## src/rtl/spad_mem_responder_if.sv

```systemverilog
// Bus bundle between the systolic-array controller / host and the scratchpad responder.
// Carries the controller ren/wen/address bus, read return, host write port and status.
// master = requester side (controller + host + debug), slave = the scratchpad itself.
interface spad_mem_responder_if #(
  parameter int ADDR_W = 10,
  parameter int DATA_W = 32
);
  // controller request bus
  logic              ren;
  logic              wen;
  logic [ADDR_W-1:0] address_i;
  logic [DATA_W-1:0] wdata_i;
  // read return
  logic [DATA_W-1:0] rdata_o;
  logic              rvalid_o;
  logic [ADDR_W-1:0] raddr_o;
  // host preload / debug write port
  logic              host_valid;
  logic [ADDR_W-1:0] host_addr;
  logic [DATA_W-1:0] host_wdata;
  logic              host_ready;
  // status
  logic              err_clr;
  logic              err_o;
  logic [15:0]       rd_count;
  logic [15:0]       wr_count;

  modport master (
    output ren, wen, address_i, wdata_i,
    output host_valid, host_addr, host_wdata,
    output err_clr,
    input  rdata_o, rvalid_o, raddr_o,
    input  host_ready,
    input  err_o, rd_count, wr_count
  );

  modport slave (
    input  ren, wen, address_i, wdata_i,
    input  host_valid, host_addr, host_wdata,
    input  err_clr,
    output rdata_o, rvalid_o, raddr_o,
    output host_ready,
    output err_o, rd_count, wr_count
  );
endinterface

```

## src/rtl/spad_mem_responder.sv

```systemverilog
// Single-port scratchpad serving the systolic-array controller's ren/wen bus, plus host writes.
// Read latency RD_LAT cycles from issue edge to rvalid_o; writes commit at the issue edge.
// No backpressure on the controller; host writes only accepted when the controller bus is idle.
module spad_mem_responder #(
  parameter int ADDR_W = 10,
  parameter int DATA_W = 32,
  parameter int DEPTH  = 64,
  parameter int RD_LAT = 2
) (
  input  logic                clk,
  input  logic                reset,
  spad_mem_responder_if.slave bus
);

  localparam int IDX_W = (DEPTH > 1) ? $clog2(DEPTH) : 1;
  // DEPTH expressed one bit wider than an address so the range compare never truncates
  localparam logic [ADDR_W:0] DEPTH_LIM = (ADDR_W + 1)'(DEPTH);
  localparam logic [15:0]     CNT_MAX   = 16'hFFFF;

  // storage: deliberately not reset so preloaded contents survive a controller reset
  logic [DATA_W-1:0] mem [DEPTH];

  // per-cycle request decode
  logic              ctl_in_range;
  logic              host_in_range;
  logic              bus_idle;
  logic              rd_issue;
  logic              rd_ok;
  logic              ctl_wr;
  logic              host_wr;
  logic              wr_commit;
  logic [IDX_W-1:0]  wr_idx;
  logic [DATA_W-1:0] wr_word;
  logic [DATA_W-1:0] rd_word;
  logic              err_set;

  // read return pipeline, stage RD_LAT-1 drives the outputs
  logic [RD_LAT-1:0] pipe_vld;
  logic [DATA_W-1:0] pipe_dat  [RD_LAT];
  logic [ADDR_W-1:0] pipe_addr [RD_LAT];

  // status state
  logic        err;
  logic [15:0] rd_cnt;
  logic [15:0] wr_cnt;

  // classify this cycle's controller/host activity and pick the single write (if any)
  always_comb begin
    ctl_in_range  = ({1'b0, bus.address_i} < DEPTH_LIM);
    host_in_range = ({1'b0, bus.host_addr} < DEPTH_LIM);
    bus_idle      = !(bus.ren || bus.wen);

    // a simultaneous ren+wen is treated as a write only; the read is suppressed
    rd_issue  = bus.ren && !bus.wen;
    rd_ok     = rd_issue && ctl_in_range;
    ctl_wr    = bus.wen && ctl_in_range;
    host_wr   = bus_idle && bus.host_valid && host_in_range;
    wr_commit = ctl_wr || host_wr;

    wr_idx  = '0;
    wr_word = '0;
    if (ctl_wr) begin
      wr_idx  = bus.address_i[IDX_W-1:0];
      wr_word = bus.wdata_i;
    end else if (host_wr) begin
      wr_idx  = bus.host_addr[IDX_W-1:0];
      wr_word = bus.host_wdata;
    end

    // out-of-range reads still return a valid beat, carrying zero data
    rd_word = '0;
    if (rd_ok) begin
      rd_word = mem[bus.address_i[IDX_W-1:0]];
    end

    err_set = (rd_issue && !ctl_in_range)
           || (bus.wen && !ctl_in_range)
           || (bus.ren && bus.wen)
           || (bus_idle && bus.host_valid && !host_in_range);
  end

  // memory write port; reads never coincide with a write so old/new data ordering is moot
  always_ff @(posedge clk) begin
    if (wr_commit) begin
      mem[wr_idx] <= wr_word;
    end
  end

  // read pipeline: capture at the issue edge, then shift one stage per cycle with no stalls
  always_ff @(posedge clk or posedge reset) begin
    if (reset) begin
      pipe_vld <= '0;
      for (int i = 0; i < RD_LAT; i++) begin
        pipe_dat[i]  <= '0;
        pipe_addr[i] <= '0;
      end
    end else begin
      pipe_vld[0]  <= rd_issue;
      pipe_dat[0]  <= rd_word;
      pipe_addr[0] <= rd_issue ? bus.address_i : '0;
      for (int i = 1; i < RD_LAT; i++) begin
        pipe_vld[i]  <= pipe_vld[i-1];
        pipe_dat[i]  <= pipe_dat[i-1];
        pipe_addr[i] <= pipe_addr[i-1];
      end
    end
  end

  // sticky error flag; a new error in the clearing cycle wins over the clear
  always_ff @(posedge clk or posedge reset) begin
    if (reset) begin
      err <= 1'b0;
    end else begin
      err <= (err && !bus.err_clr) || err_set;
    end
  end

  // saturating access counters; at most one write can commit per cycle
  always_ff @(posedge clk or posedge reset) begin
    if (reset) begin
      rd_cnt <= '0;
      wr_cnt <= '0;
    end else begin
      if (rd_ok && (rd_cnt != CNT_MAX)) begin
        rd_cnt <= rd_cnt + 16'd1;
      end
      if (wr_commit && (wr_cnt != CNT_MAX)) begin
        wr_cnt <= wr_cnt + 16'd1;
      end
    end
  end

  assign bus.host_ready = bus_idle;
  assign bus.rvalid_o   = pipe_vld[RD_LAT-1];
  assign bus.rdata_o    = pipe_dat[RD_LAT-1];
  assign bus.raddr_o    = pipe_addr[RD_LAT-1];
  assign bus.err_o      = err;
  assign bus.rd_count   = rd_cnt;
  assign bus.wr_count   = wr_cnt;

endmodule

```

## src/flat_wrapper.sv

```systemverilog
// flat-port wrapper written by rule: the top's interface ports become plain ports
module spad_mem_responder_flat 
#(
  parameter int ADDR_W = 10,
  parameter int DATA_W = 32,
  parameter int DEPTH  = 64,
  parameter int RD_LAT = 2
)
  (clk, reset, bus_ren, bus_wen, bus_address_i, bus_wdata_i, bus_host_valid, bus_host_addr, bus_host_wdata, bus_err_clr, bus_rdata_o, bus_rvalid_o, bus_raddr_o, bus_host_ready, bus_err_o, bus_rd_count, bus_wr_count);
  spad_mem_responder_if #(.ADDR_W(ADDR_W), .DATA_W(DATA_W)) bus_i ();
  input  logic clk;
  input  logic reset;
  input wire logic [$bits(bus_i.ren)-1:0] bus_ren;
  input wire logic [$bits(bus_i.wen)-1:0] bus_wen;
  input wire logic [$bits(bus_i.address_i)-1:0] bus_address_i;
  input wire logic [$bits(bus_i.wdata_i)-1:0] bus_wdata_i;
  input wire logic [$bits(bus_i.host_valid)-1:0] bus_host_valid;
  input wire logic [$bits(bus_i.host_addr)-1:0] bus_host_addr;
  input wire logic [$bits(bus_i.host_wdata)-1:0] bus_host_wdata;
  input wire logic [$bits(bus_i.err_clr)-1:0] bus_err_clr;
  output wire logic [$bits(bus_i.rdata_o)-1:0] bus_rdata_o;
  output wire logic [$bits(bus_i.rvalid_o)-1:0] bus_rvalid_o;
  output wire logic [$bits(bus_i.raddr_o)-1:0] bus_raddr_o;
  output wire logic [$bits(bus_i.host_ready)-1:0] bus_host_ready;
  output wire logic [$bits(bus_i.err_o)-1:0] bus_err_o;
  output wire logic [$bits(bus_i.rd_count)-1:0] bus_rd_count;
  output wire logic [$bits(bus_i.wr_count)-1:0] bus_wr_count;
  assign bus_i.ren = bus_ren;
  assign bus_i.wen = bus_wen;
  assign bus_i.address_i = bus_address_i;
  assign bus_i.wdata_i = bus_wdata_i;
  assign bus_i.host_valid = bus_host_valid;
  assign bus_i.host_addr = bus_host_addr;
  assign bus_i.host_wdata = bus_host_wdata;
  assign bus_i.err_clr = bus_err_clr;
  assign bus_rdata_o = bus_i.rdata_o;
  assign bus_rvalid_o = bus_i.rvalid_o;
  assign bus_raddr_o = bus_i.raddr_o;
  assign bus_host_ready = bus_i.host_ready;
  assign bus_err_o = bus_i.err_o;
  assign bus_rd_count = bus_i.rd_count;
  assign bus_wr_count = bus_i.wr_count;
  spad_mem_responder #(.ADDR_W(ADDR_W), .DATA_W(DATA_W), .DEPTH(DEPTH), .RD_LAT(RD_LAT)) u_core (.clk(clk), .reset(reset), .bus(bus_i));
endmodule
```

## config.mk

```make
export PLATFORM = sky130hd
export DESIGN_NAME = spad_mem_responder_flat
export DESIGN_NICKNAME = d
export VERILOG_FILES = /design/src/rtl/spad_mem_responder_if.sv /design/src/rtl/spad_mem_responder.sv /design/src/flat_wrapper.sv
export SDC_FILE = /design/constraint.sdc
export NUM_CORES = 2
export LEC_CHECK = 0
export BUFFER_PORTS_ARGS = -buffer_cell sky130_fd_sc_hd__buf_4
export CORE_UTILIZATION = 40
export DETAILED_ROUTE_END_ITERATION = 8
export PLACE_DENSITY = 0.52
export SYNTH_ARGS = -nofsm -noshare
export SYNTH_HDL_FRONTEND = slang
export SYNTH_SLANG_ARGS = --single-unit
export TNS_END_PERCENT = 30
```

## constraint.sdc

```tcl
create_clock -name clk -period 6.3 [get_ports clk]
set_clock_uncertainty 0.15 [all_clocks]
set_input_delay 0.945 -clock clk [delete_from_list [all_inputs] [get_ports clk]]
set_output_delay 0.945 -clock clk [all_outputs]
set_load 0.02 [all_outputs]
```

==> results.md <==
- Number of CTS-inserted buffers: ~220
- Die height: 457 um
- Reg2Reg Depth: 5
- Num ports: roughly 170
- Reg2Reg Setup Slack: 3.32 ns
- Post-Syn Area: 0.0829 sq mm
- Clk_lat worst skew: around 0.87 ns
- Tot Pwr: 29,400 uW
- Antenna violations before repair: 15
- Leakage: 0.0256 uW
- Tot GR Track Use: 0.223
- Post-cts resize count: 0
- Sw frac: 0.210
- Min-Delay Path Class: input pin to asynchronous set/reset pin
- Fmax: between 0.2 and 0.3 GHz
- Final min period: between 3 and 4 ns
- Critical Path Sink Type: register
- First-pass GRT wire length: between 300,000 and 400,000 um
- Final nets: approximately 4,000
- Reg clk slew, reported paths: 0.06 ns
- Clock power share: 0.437
- Post-CTS Setup Repair Bufs: 0
- Worst setup path endpoint: u_core.mem[56][24]
- Fraction of layout cells with a size suffix above 1: 0.321
- Hold slack: around 0.13 ns
- Top-area cell type share of the netlist area: 0.742
- Synthesized Nets: 3,696
- Final hold vios: 0
- Worst-Margin Slew: approximately 1.3 ns
- Area grow syn2layout: 15.2%
- Site Rows: between 150 and 200
- Syn_area_per_cell: about 23 sq um
- Combinational power share: 0.029
- Commonest non-fill, non-tap cell in the layout: edfxtp_1
- Number of synthesis warnings: 0
- FF-to-FF Start: u_core.bus.wr_count[6]
- Clock sink count: approximately 2,200
- Net Switching: 6160 uW
- DP Cell Count: ~6,400
- Crit share post-route: 0.621
- Leading area contributor after synthesis: edfxtp_1
- Top Metal Used: met5
- Status: finished clean
- Residual DRC count: 0
- Wl on met1: 102,000 um
- Vias in the first global route: ~39,000
- Clock Tree Buf Depth: 3
- H-tree Lvls: 4
- Initial core utilization: 0.404
- Non-filler cells, final: 6,816
- Mean routed wirelength per cell: 34.2 um
- FF+latch count, synth: 2,167
- Setup_tns: 0 ns
- DR WL met2: ~110,000 um
- Commonest cells after routing, fill and taps aside: edfxtp_1, mux4_2, buf_4
- CTS Hold Buffers Added: 0
- Critical path startpoint: bus_address_i[8]
- Syn Inst Count: 3,604
- Pins Over Slew Limit: 0
- Critical Path Fanout Max: 23
- Max Cap Violations: 0
- Worst Setup Start Kind: input pin
- Endpoints failing setup: 0
- Root cell of the clock tree: clkbuf_16
- CORE AREA: a little over 0.2 sq mm
- Crit path DAT: 4.31 ns
- Post-synthesis sequential area ratio: 0.777
- Largest net degree at the start of global routing: 89
- GP Congestion: approximately 0.86
- Worst reg2reg endpoint: u_core.bus.wr_count[1]
- DR vias: 39,436
- Grt ovf: 0
- Top_reg_cell synth: edfxtp_1
- Critical path class: input pin to register
- Chip width: ~460 um
- Pwr/cell area: 307 mW/mm^2
- Met3 wire len: ~15,000 um
- Die ar.: ~0.21 sq mm
- 1st-pass router iterations: 5
- Fraction of registers with async set/reset: 0.0549
- Via density: 5.79
- CTS tree: yes
- WL final: roughly 230,000 um
- Detailed placement HPWL: 143,000 um
- Slew headroom: 0.155
- Fill cell count: around 17,000
- Sequential Power Share: 0.533
- P_int: around 23,000 uW
- Max VDD drop: 0.285 mV
- Yosys cell types: 53
- WP data required: 6.70 ns
- DR iter-0 viols: 4,840
- Post-DRT Antenna Nets: 0
- Port buffer count: about 170
- Top cells by area, synth: edfxtp_1, mux4_2, dfrtp_1
- RSZ-0062 raised after global routing: no
- Number of synthesized flops with an enable pin: 2,048
state kept, by name, summed over array words and instances, names as in the netlist:
| name | count |
|---|---|
| u_core.bus.wr_count | 16 |
| u_core.bus.rdata_o | 32 |
| u_core.mem | 2048 |
| u_core.pipe_dat | 32 |
| u_core.bus.err_o | 1 |
| u_core.pipe_vld | 2 |
| u_core.bus.rd_count | 16 |
| u_core.pipe_addr | 10 |
| u_core.bus.raddr_o | 10 |
power groups by stage:
stage	sequential (uW)	combinational (uW)	clock, uW
2_1_floorplan	16000	508	0
3_3_place_gp	16000	877	0
3_5_place_dp	16000	882	0
4_1_cts	15700	883	13100
5_1_grt	15700	913	13600
6_report	15700	865	12800
cells in the mapped netlist (36+ instances only):
| cell type | count |
|---|---|
| nand3_1 | 42 |
| mux4_2 | 559 |
| clkbuf_1 | 58 |
| dfrtp_1 | 119 |
| a22oi_1 | 61 |
| buf_2 | 51 |
| nand2_1 | 46 |
| nor2_1 | 91 |
| buf_4 | 78 |
| edfxtp_1 | 2048 |
| a22o_1 | 36 |
| mux2i_1 | 126 |
routing by layer:
metal | track usage | vias up
met5 | 0 | -
met4 | 0.0672 | 2
met3 | 0.0338 | 275
met2 | 0.344 | 1457
met1 | 0.329 | 21774
li1 | - | 15928
through the flow:
step	cell area, sq um	util	setup slack, ns
6_report	95500	0.465	2.39
5_1_grt	95500	0.465	2.33
4_1_cts	95500	0.465	2.41
3_5_place_dp	88400	0.431	1.52
3_3_place_gp	88400	0.431	1.58
2_1_floorplan	82900	-	1.05
worst max-delay path, stage by stage:
cell	delay, ns
buf_4	0.12
nor4_4	0.29
buf_4	0.28
and2_2	0.60
a22o_1	0.36
nand3_1	0.62
nor2_4	0.78
buf_12	0.27
area by class of cell:
cell class                      count  area (sq um)  share of cell area
Antenna cell                        8          20.0            0.000210
Clock buffer                      288          5880              0.0616
Clock inverter                    120          1180              0.0124
Inverter                           10          42.5            0.000445
Multi-Input combinational cell   1199         17700               0.185
Sequential cell                  2167         64500               0.675
Tap cell                         2688          3360              0.0352
Timing Repair Buffer              336          2860              0.0300
worst min path at each step:
stage | end | startpoint | depth (start not counted) | slack [ns]
after floorplan | u_core.bus.raddr_o[0] | u_core.pipe_addr[10] | 0 | 0.18
after global placement | u_core.bus.raddr_o[0] | u_core.pipe_addr[10] | 0 | 0.18
after detailed placement | u_core.bus.raddr_o[7] | u_core.pipe_addr[17] | 0 | 0.19
after CTS | u_core.bus.err_o | bus_err_clr | 2 | 0.06
after global routing | u_core.bus.err_o | bus_err_clr | 2 | 0.11
final | u_core.bus.wr_count[11] | reset | 2 | 0.13
cell families (layout without fill, tap and decap cells):
kind of cell,Yosys count,in the layout,synth area share
mux,705,705,0.170
simple gates,257,257,0.0147
flops,2167,2167,0.777
buf+inv,238,754,0.0170
compound gates,206,206,0.0178
other cells,0,8,0
xor+xnor,29,29,0.00306
fa+ha+maj,2,2,0.000302
Note: power is estimated with default switching activity, not from simulation.
